--- src/rtl/ascon_pack.sv ---
// rtl/ascon_pack.sv - shared state encoding and round constants for the ASCON-128 controller
package ascon_pack;

   typedef enum logic [2:0] {
      IDLE    = 3'd0,
      INIT    = 3'd1,
      WAIT_AD = 3'd2,
      AD      = 3'd3,
      WAIT_PT = 3'd4,
      PT      = 3'd5,
      FINAL   = 3'd6,
      END     = 3'd7
   } ascon_state_t;

   localparam logic [3:0] ROUND_A_START = 4'd0;
   localparam logic [3:0] ROUND_B_START = 4'd6;
   localparam logic [3:0] ROUND_LAST    = 4'd11;

   function automatic logic is_perm_state(input ascon_state_t s);
      return (s == INIT) || (s == AD) || (s == PT) || (s == FINAL);
   endfunction

endpackage

--- src/rtl/compteur_blocs.sv ---
// rtl/compteur_blocs.sv - 2-bit plaintext block index, cleared or incremented on enable
module compteur_blocs (
   input  logic       clock_i,
   input  logic       resetb_i,
   input  logic       en_i,
   input  logic       init_bloc_i,
   output logic [1:0] bloc_o
);

   logic [1:0] r_bloc;

   always_ff @(posedge clock_i or negedge resetb_i) begin
      if (!resetb_i)
         r_bloc <= 2'd0;
      else if (en_i)
         r_bloc <= init_bloc_i ? 2'd0 : r_bloc + 2'd1;
   end

   assign bloc_o = r_bloc;

endmodule

--- src/rtl/ascon_ctrl_fsm.sv ---
// rtl/ascon_ctrl_fsm.sv - Moore sequencer for the ASCON-128 permutation datapath (1 AD block, NB_PT_BLOCKS PT blocks)
module ascon_ctrl_fsm
   import ascon_pack::*;
#(
   parameter int NB_PT_BLOCKS = 3
) (
   input  logic       clock_i,
   input  logic       resetb_i,
   input  logic       start_i,
   input  logic       data_valid_i,
   output logic       data_ready_o,
   output logic [3:0] round_o,
   output logic       perm_en_o,
   output logic       mux_init_o,
   output logic       xor_data_begin_o,
   output logic       xor_key_begin_o,
   output logic       xor_key_end_o,
   output logic       xor_lsb_end_o,
   output logic       cipher_valid_o,
   output logic       tag_valid_o,
   output logic       busy_o,
   output logic       done_o,
   output logic [1:0] bloc_o
);

   localparam logic [1:0] LAST_BLOC = 2'(NB_PT_BLOCKS - 1);

   ascon_state_t r_state;
   ascon_state_t w_next;
   logic [3:0]   r_round;
   logic         w_ready;
   logic         w_hs;
   logic         w_perm;
   logic         w_last;
   logic         w_idle_or_end;
   logic         w_init_bloc;
   logic         w_bloc_inc;
   logic [1:0]   w_bloc;

   assign w_ready       = (r_state == WAIT_AD) || (r_state == WAIT_PT);
   assign w_hs          = w_ready && data_valid_i;
   assign w_perm        = is_perm_state(r_state);
   assign w_last        = (r_round == ROUND_LAST);
   assign w_idle_or_end = (r_state == IDLE) || (r_state == END);
   assign w_init_bloc   = w_idle_or_end && start_i;
   assign w_bloc_inc    = (r_state == PT) && w_last;

   always_comb begin
      w_next = r_state;
      case (r_state)
         IDLE, END: if (start_i) w_next = INIT;
         INIT:      if (w_last)  w_next = WAIT_AD;
         WAIT_AD:   if (w_hs)    w_next = AD;
         AD:        if (w_last)  w_next = WAIT_PT;
         WAIT_PT:   if (w_hs)    w_next = (w_bloc < LAST_BLOC) ? PT : FINAL;
         PT:        if (w_last)  w_next = WAIT_PT;
         FINAL:     if (w_last)  w_next = END;
         default:                w_next = IDLE;
      endcase
   end

   always_ff @(posedge clock_i or negedge resetb_i) begin
      if (!resetb_i)
         r_state <= IDLE;
      else
         r_state <= w_next;
   end

   // Load on entry to a permutation state; leaving one holds the counter at ROUND_LAST.
   always_ff @(posedge clock_i or negedge resetb_i) begin
      if (!resetb_i) begin
         r_round <= 4'd0;
      end else if (w_next != r_state) begin
         case (w_next)
            INIT, FINAL: r_round <= ROUND_A_START;
            AD, PT:      r_round <= ROUND_B_START;
            default:     r_round <= r_round;
         endcase
      end else if (w_perm && !w_last) begin
         r_round <= r_round + 4'd1;
      end
   end

   compteur_blocs u_compteur_blocs (
      .clock_i     (clock_i),
      .resetb_i    (resetb_i),
      .en_i        (w_bloc_inc | w_init_bloc),
      .init_bloc_i (w_init_bloc),
      .bloc_o      (w_bloc)
   );

   assign data_ready_o     = w_ready;
   assign round_o          = r_round;
   assign perm_en_o        = w_perm;
   assign mux_init_o       = (r_state == INIT) && (r_round == ROUND_A_START);
   assign xor_data_begin_o = (((r_state == AD) || (r_state == PT)) && (r_round == ROUND_B_START))
                           || ((r_state == FINAL) && (r_round == ROUND_A_START));
   assign xor_key_begin_o  = (r_state == FINAL) && (r_round == ROUND_A_START);
   assign xor_key_end_o    = ((r_state == INIT) || (r_state == FINAL)) && w_last;
   assign xor_lsb_end_o    = (r_state == AD) && w_last;
   assign cipher_valid_o   = ((r_state == PT) && (r_round == ROUND_B_START))
                           || ((r_state == FINAL) && (r_round == ROUND_A_START));
   assign tag_valid_o      = (r_state == END);
   assign done_o           = (r_state == END);
   assign busy_o           = !w_idle_or_end;
   assign bloc_o           = w_bloc;

endmodule

--- config.mk ---
export PLATFORM = sky130hd
export DESIGN_NAME = ascon_ctrl_fsm
export DESIGN_NICKNAME = d
export VERILOG_FILES = /design/src/rtl/ascon_pack.sv /design/src/rtl/compteur_blocs.sv /design/src/rtl/ascon_ctrl_fsm.sv
export SDC_FILE = /design/constraint.sdc
export NUM_CORES = 1
export LEC_CHECK = 0
export BUFFER_PORTS_ARGS = -buffer_cell sky130_fd_sc_hd__clkbuf_2
export CORE_MARGIN = 2
export CORE_UTILIZATION = 46
export DETAILED_ROUTE_END_ITERATION = 16
export PLACE_DENSITY = 0.78
export SLEW_MARGIN = 10
export SYNTH_ARGS = -nofsm -noshare
export SYNTH_HDL_FRONTEND = slang
export SYNTH_SLANG_ARGS = --single-unit
--- constraint.sdc ---
create_clock -name clock_i -period 2.02 [get_ports clock_i]
set_clock_uncertainty 0.05 [all_clocks]
set_input_delay 0.202 -clock clock_i [delete_from_list [all_inputs] [get_ports clock_i]]
set_output_delay 0.202 -clock clock_i [all_outputs]
set_load 0.05 [all_outputs]
### Yosys cells after proc, flatten, opt, wreduce, memory -nomap -nowiden

Index checks and enable logic that the tools add are counted.

* bits of input ports: 4
* bits in registers: 9
* word-level logic and storage cells: 63

* bitwise gates (word level): 1
* order comparisons: 1
* mux-type cells: 12
* add/subtract/negate cells: 2
* reductions and logical operators: 29
* equality and inequality tests: 15

Operators with widths (count)
* $eq 3x3->1 const B: 6
* $mux 3: 6
* $pmux 3 s6: 1
* $logic_and 1x1->1: 10
* $eq 3x2->1 const B: 3
* $logic_or 1x1->1: 9
* $mux 4: 2
* $pmux 4 s2: 1
* $reduce_or 2->1: 4
* $eq 3x1->1 const B: 2
* $add 4x1->4 const B: 1
* $eq 4x3->1 const B: 1
* $eq 4x4->1 const B: 1
* $logic_not 4->1: 1
* $mux 2: 2
* $logic_not 3->1: 1
* $ne 3x1->1 const B: 1
* $ne 3x3->1: 1
* $add 2x1->2 const B: 1
* $logic_not 1->1: 2
* $lt 2x2->1 const B: 1
* $reduce_and 2->1: 1
* $reduce_bool 2->1: 1
* $or 1x1->1: 1

### Logic depth before layout (Yosys ltp)

Gate-level depths: netlist (run 1).

* word-level depth: 9
* mapped depth: 7
* mapped depth without buffers: 6

### Hierarchy

Synthesis (run 1) repeated with hierarchy kept, for this count alone.

* cell total of the unflattened synthesis: 97
* area total of the unflattened synthesis: 825.8 um^2

By module, submodules not included
* ascon_ctrl_fsm: cells an instance 90, area an instance 732.0 um^2, times used 1
* compteur_blocs: cells an instance 7, area an instance 93.8 um^2, times used 1

### Least setup slack after synthesis (run 1)

OpenSTA, ideal clock, no wires.

* kind: flip-flop to output port
* from: register r_round[1], in the netlist round_o[1]
* to: output xor_lsb_end_o
* setup slack: -525 ps
* arrival time: 2293 ps
* stages on the path, launching flop included: 4
* cell sequence: dfrtp_1 -> ha_1 -> nand3b_1 -> nor3_1

* cells in the longest elaborated chain, start to end: 2

RTL lines
* start, declared: RTL line ascon_ctrl_fsm.sv:30 `logic [3:0] r_round;`
* start signal, assigned: RTL line ascon_ctrl_fsm.sv:77 `default: r_round <= r_round;`
* start signal, assigned: RTL line ascon_ctrl_fsm.sv:80 `r_round <= r_round + 4'd1;`
* $eq 4x4->1: RTL line ascon_ctrl_fsm.sv:43 `assign w_last = (r_round == ROUND_LAST);`
* $logic_and 1x1->1: RTL line ascon_ctrl_fsm.sv:100 `assign xor_lsb_end_o = (r_state == AD) && w_last;`
* end, declared: RTL line ascon_ctrl_fsm.sv:18 `output logic xor_lsb_end_o,`

Every way passes these cells.

### Final worst setup path (run 1)

* from: register r_state[2]
* to: output xor_key_end_o

* cells in the longest elaborated chain, start to end: 3
* elaborated cells between the ends (all ways): 4
* those cells by class: eq/ne: 2; reduce/logical: 2

RTL lines
* start, declared: RTL line ascon_ctrl_fsm.sv:28 `ascon_state_t r_state;`
* start signal, assigned: RTL line ascon_ctrl_fsm.sv:66 `r_state <= w_next;`
* $eq 3x1->1 / $eq 3x3->1 (equally long branches): RTL line ascon_ctrl_fsm.sv:99 `assign xor_key_end_o = ((r_state == INIT) || (r_state == FINAL)) && w_last;`
* $logic_or 1x1->1 *: RTL line ascon_ctrl_fsm.sv:99
* $logic_and 1x1->1 *: RTL line ascon_ctrl_fsm.sv:99
* end, declared: RTL line ascon_ctrl_fsm.sv:17 `output logic xor_key_end_o,`

Mark *: on every way between the ends. The rest lies on a longest branch, timed or not.

==> out/metrics.cfg, run 1 <==
[finish]
layout-drive-gt1-share_pct=37.4
diodes=0
nets=139
finalNonFillerCells=148
synthToLayoutAreaGrowth_pct=30.2

[clocking]
clk_latency_ps=270
clk_pin_slew_ps=70
numCtsBuffers=3
root_buffer=clkbuf_4
tritoncts=built
htreeDepth=1
clk_path_buf_depth=2
numClockSinks=9

[global_route]
grtUsageTotal_pct=21.6
grt_max_degree=15
antenna_found_initial=0
overflow=0
grt_pass1_vias=776
grt_pass1_wl_um=3270

[setup_path]
worstSetupEndpointType=output port
cpPeakStageDelay_ps=500
cp-start-kind=register
worstSetupPathType=reg -> out
path_cells=buf_4, or3_1, o21a_1, nor2_2, clkbuf_4
timing.critical_path.fanout_max=14
arrival_ps=1690
reg2reg_slack_ps=130
path_buf_inv=2
crit_required_ps=1770
critPathTopFamily=flip-flops
cp_slowest_cell=dfrtp_2

[yosys]
synth-edff-count=0
yosys_most_used_dff=dfrtp_1
ys_seq_area_share_pct=27.6
yosys-top-cells-count=nor2_1 (11), inv_1 (10), dfrtp_1 (9)
yosysTopAreaCellShare_pct=27.6
ys_ff_latch=9
synth.most_common_cell=nor2_1
synthTopCellsByArea=dfrtp_1 (28%), nor2_1 (5.1%), ha_1 (4.6%), inv_1 (4.6%), nand3_1 (4.3%)
async_flop_share_pct=100
syn_nets=111
synth_warnings=0
syn_area_um2=817
synth_top_area_cell=dfrtp_1
synth_area_per_cell_um2=7.86
synthDistinctLibCells=37
synth_cells=104

[detailed_routing]
drc=0
drt.antenna.violating_nets=0
route.detailed.wl_per_inst_um=13.4
drt_iter0_drc=27
totalWireLength_um=1980
routed_via_density=5.61
dr_total_vias=831
dr.pass1.iters=4

[place]
place_congestion=0.857
placedCellCount=143
place.port_buffers=20
pre_cts_slack_ps=147
dpl.hpwl_um=1540

[timing]
worst_pin_slew_ps=438
slew_headroom_pct=70.6
setup_viol=0
max_freq_mhz=514
drv_slew=0
fin_crit_sh_pct=96.4
rsz0062_at_grt=no
hold_violations=0
fin_crit_ps=1950
setup_ws_ps=73.5

[power]
power.density_nw_per_um2=1720
irDropWorstVdd_uv=805
leakagePower_nw=0.512

[run]
maxCapViolations=0

[die]
rows=15
dieArea_um2=2130
die_width_um=46.1
core_um2=1690
die_h_um=46.1
initial_core_util_pct=48.4
io_pins=21

[hold_path]
hold_class=in -> reg

[outcome]
run_status=finished clean

## per-layer routing
metal / part of all wire [%] / global-route usage, % / up-vias / wire, um
met5: 0 / 0 / - / 0
met4: 1.9 / 13.7 / 0 / 38
met3: 4.6 / 3.53 / 5 / 91
met2: 47 / 34.4 / 27 / 926
met1: 47 / 26.7 / 367 / 927
li1: - / - / 432 / -
## state kept, by name (all words and copies together) (netlist names)
register                 count
r_state                      3
u_compteur_blocs.bloc_o      2
round_o                      4
## power by group
group | internal [mW] | switching, mW | leakage, nW
Combinational | 0.473 | 0.783 | 0.392
Sequential | 0.267 | 0.155 | 0.105
Clock | 0.0767 | 0.0736 | 0.0150
Total | 0.817 | 1.01 | 0.512
## area by class of cell
class | count | area [um2]
clock buffers | 4 | 26.3
multi-input cells | 77 | 542
repair buffers | 31 | 203
flip-flops and latches | 9 | 234
fillers | 134 | 626
well taps | 17 | 21.3
inverters | 10 | 37.5
## worst register-to-register path, stage by stage (launching register included)
cell	delay [ps]
dfrtp_2	440
ha_4	170
nand3b_1	120
mux4_2	500
o221a_4	260
a21oi_1	140
a21oi_1	90
## worst paths after layout
kind	cells after the start	to	start
setup / recovery	5	xor_key_end_o	r_state[2]$_DFF_PN0_
hold / removal	3	r_state[2]$_DFF_PN0_	start_i
setup reg to reg	6	round_o[1]$_DFFE_PN0P_	round_o[1]$_DFFE_PN0P_
hold reg to reg	2	u_compteur_blocs.bloc_o[0]$_DFFE_PN0P_	u_compteur_blocs.bloc_o[0]$_DFFE_PN0P_
max in group asynchronous	2	round_o[2]$_DFFE_PN0P_	resetb_i
min in group asynchronous	2	u_compteur_blocs.bloc_o[0]$_DFFE_PN0P_	resetb_i
## stage by stage
step           area, um2  setup TNS (ps)  util (%)  hold slack, ps  power [mW]
2_1_floorplan        845           -29.0         -            -144        1.35
3_3_place_gp        1010               0      59.6            25.6        1.64
3_5_place_dp        1010               0      59.6            29.7        1.67
4_1_cts             1050               0      62.1             239        1.82
5_1_grt             1060               0      63.0             252        1.98
6_report            1060               0      63.0             234        1.83
## layout by cell type (no fill, tap or decap), types with 2 or more instances in the layout
cell type / instances
clkbuf_2: 16
buf_4: 11
inv_1: 10
nor2_1: 9
nand3_1: 7
dfrtp_2: 7
a21oi_1: 6
a31oi_1: 5
o21ai_0: 5
nand2b_1: 4
clkbuf_4: 4
nand2_1: 3
a21o_1: 2
nor3_1: 2
o22ai_1: 2
nor2_2: 2
or3_1: 2
o21ai_1: 2
and3_1: 2
a211oi_1: 2
ha_1: 2
buf_6: 2
dfrtp_1: 2
## timing repair
item / 4_1_cts / 5_1_grt
hold endpoints to repair: 9 / 0
buffers inserted: 0 / 0
gates resized for setup: 4 / 10
hold buffers: 1 / 0
endpoints found under the setup margin: 4 / 5
## kinds of logic (layout without fill, tap and decap cells)
| kind of cell | count (synthesis) | after routing | synth area share (%) |
|---|---|---|---|
| buffers and inverters | 18 | 45 | 8.88 |
| XOR/XNOR | 1 | 1 | 1.07 |
| flip-flops | 9 | 9 | 27.6 |
| adder cells (fa/ha/maj) | 3 | 3 | 4.59 |
| AND/OR/NAND/NOR | 42 | 42 | 30.2 |
| AO/OA/AOI/OAI | 30 | 30 | 25.0 |
| multiplexers | 1 | 1 | 2.76 |
Power figures use the tool's default switching activity.
==> inputs of run 2 (changes only) <==
--- a/config.mk
+++ b/config.mk
@@ -7,5 +7,4 @@
 export LEC_CHECK = 0
 export BUFFER_PORTS_ARGS = -buffer_cell sky130_fd_sc_hd__clkbuf_2
-export CORE_MARGIN = 2
 export CORE_UTILIZATION = 46
 export DETAILED_ROUTE_END_ITERATION = 16
==> constraint.sdc (replaced) <==
create_clock -name clock_i -period 2.02 [get_ports clock_i]
set_clock_uncertainty 0.05 [all_clocks]
set_input_delay 0.404 -clock clock_i [delete_from_list [all_inputs] [get_ports clock_i]]
set_output_delay 0.404 -clock clock_i [all_outputs]
set_load 0.05 [all_outputs]
==> out/metrics.cfg, run 2 (same netlist as run 1, synthesis figures left out) <==
[outcome]
run_status=finished, violations left
violations=DRC, setup timing

[global_route]
grt_max_degree=18  ; +3
grt_pass1_wl_um=3940  ; +20%
grtUsageTotal_pct=28.5  ; +6.9 points
overflow=0  ; unchanged
antenna_found_initial=0  ; unchanged
grt_pass1_vias=855  ; +10%

[timing]
fin_crit_sh_pct=103  ; +6.8 points
fin_crit_ps=2080  ; +138 ps
slew_headroom_pct=73.0  ; +2.4 points
rsz0062_at_grt=yes
worst_pin_slew_ps=402  ; -35.7 ps
setup_ws_ps=-64.0  ; -138 ps
drv_slew=0  ; unchanged
hold_ws_ps=461  ; +228 ps
max_freq_mhz=480  ; -6.6%
hold_violations=0  ; unchanged
fin_setup_tns_ps=-250  ; -250 ps
setup_viol=5  ; +5

[setup_path]
worstSetupEndpointType=output port
timing.critical_path.fanout_max=5  ; -9
path_buf_inv=3  ; +1
critPathTopFamily=buffers and inverters
path_cells=buf_12, ha_4, nand3b_1, buf_6, nor3_4, buf_8
arrival_ps=1630  ; -60 ps
cpPeakStageDelay_ps=410  ; -90 ps
startpoint=round_o[0]$_DFFE_PN0P_
worstSetupPathType=reg -> out
cp_slowest_cell=dfrtp_2
crit_required_ps=1570  ; -200 ps
cp-start-kind=register
reg2reg_from=round_o[0]$_DFFE_PN0P_

[finish]
synthToLayoutAreaGrowth_pct=57.0
layout_commonest_cell=buf_4
nets=152  ; +9.4%
finalNonFillerCells=160  ; +8.1%
num-fill-cells=84  ; -37%
final_cell_mix=buf_4 (21), clkbuf_2 (12), inv_1 (7), nand3_1 (7), nor2_1 (7)
layout-drive-gt1-share_pct=50.7  ; +13 points
largest_reg_flops=4  ; unchanged
diodes=0  ; unchanged

[hold_path]
hold_class=in -> reg
worstHoldStart=start_i

[place]
placedCellCount=143  ; unchanged
place.port_buffers=20  ; unchanged
pre_cts_slack_ps=57.0  ; -90.2 ps
dpl.hpwl_um=1580  ; +3.1%
place_congestion=0.843  ; -1.7%

[power]
p_clk_share_pct=6.5  ; -1.7 points
pwr-share-seq_pct=16.0  ; -7.1 points
p_sw_mw=1.23  ; +21%
power.density_nw_per_um2=1800  ; +4.5%
pwr-share-comb_pct=77.5  ; +8.8 points
switching_share_pct=53.2  ; -2.1 points
irDropWorstVdd_uv=1140  ; +42%
p_int_mw=1.08  ; +32%
totalPowerFinal_mw=2.30  ; +26%
leakagePower_nw=0.597  ; +17%

[die]
die_h_um=44.1  ; -4.3%
dieArea_um2=1950  ; -8.5%
io_pins=21  ; unchanged
die_width_um=44.1  ; -4.3%
initial_core_util_pct=51.8  ; +3.5 points
core_um2=1580  ; -6.7%
rows=14  ; -1

[detailed_routing]
dr_total_vias=1019  ; +23%
drt_iter0_drc=62  ; +130%
drt.antenna.violating_nets=0  ; unchanged
route.detailed.wl_per_inst_um=17.5  ; +31%
totalWireLength_um=2810  ; +42%
drc=2  ; +2
dr.pass1.iters=10  ; +6
routed_via_density=6.37  ; +13%

[clocking]
numClockSinks=9  ; unchanged
tritoncts=built
numCtsBuffers=3  ; unchanged
root_buffer=clkbuf_4
clk_latency_ps=270  ; about the same
clk_path_buf_depth=2  ; unchanged
htreeDepth=1  ; unchanged
clk_pin_slew_ps=70  ; about the same

[run]
maxCapViolations=0  ; unchanged

[run 2: cell type report]
| type | count | area (um2) | area share, % |
|---|---|---|---|
| Tap cell | 16 | 20.0 | 1.56 |
| Multi-Input combinational cell | 77 | 607 | 47.3 |
| Sequential cell | 9 | 231 | 18.0 |
| Timing Repair Buffer | 44 | 360 | 28.1 |
| Clock buffer | 4 | 26.3 | 2.05 |
| Inverter | 10 | 37.5 | 2.93 |
[run 2: stage by stage]
step	util [%]	cell area, um2
global route	81.3	1280
finish	81.3	1280
detailed placement	65.1	1030
floorplan	-	858
CTS	75.3	1190
global placement	65.1	1030
[run 2: worst min-delay path, stage by stage]
cell      delay, ps
clkbuf_2        150
nor3_1           60
o22ai_1         110
[run 2: worst paths after layout]
| path | to | slack [ps] | depth (start not counted) |
|---|---|---|---|
| setup / recovery | xor_lsb_end_o | -60 | 6 |
| hold / removal | r_state[0]$_DFF_PN0_ | 460 | 3 |
| setup reg to reg | round_o[2]$_DFFE_PN0P_ | -40 | 7 |
| hold reg to reg | u_compteur_blocs.bloc_o[0]$_DFFE_PN0P_ | 530 | 2 |
| max in group asynchronous | r_state[2]$_DFF_PN0_ | 1230 | 2 |
| min in group asynchronous | round_o[2]$_DFFE_PN0P_ | 470 | 2 |
[run 2: metal layers]
layer | up-vias | global-route usage [%] | part of all wire [%]
met2 | 68 | 45.6 | 48
li1 | 465 | - | -
met5 | - | 0 | 0
met4 | 0 | 15.8 | 2.5
met3 | 8 | 4.08 | 7.7
met1 | 478 | 37.0 | 41
[run 2: what timing repair did]
action | CTS | global route
pin swaps | 0 | 2
hold buffers | 1 | 0
resized for setup | 20 | 18
setup buffers | 7 | 5
endpoints found under the setup margin | 11 | 8
endpoints found under the hold margin | 9 | 0
[run 2: power groups by stage]
stage	logic [mW]	registers [mW]	clock network [mW]
after floorplan	0.911	0.475	0
after global placement	1.30	0.392	0
after detailed placement	1.34	0.399	0
after CTS	1.53	0.363	0.154
after global routing	1.89	0.378	0.162
final	1.79	0.369	0.149
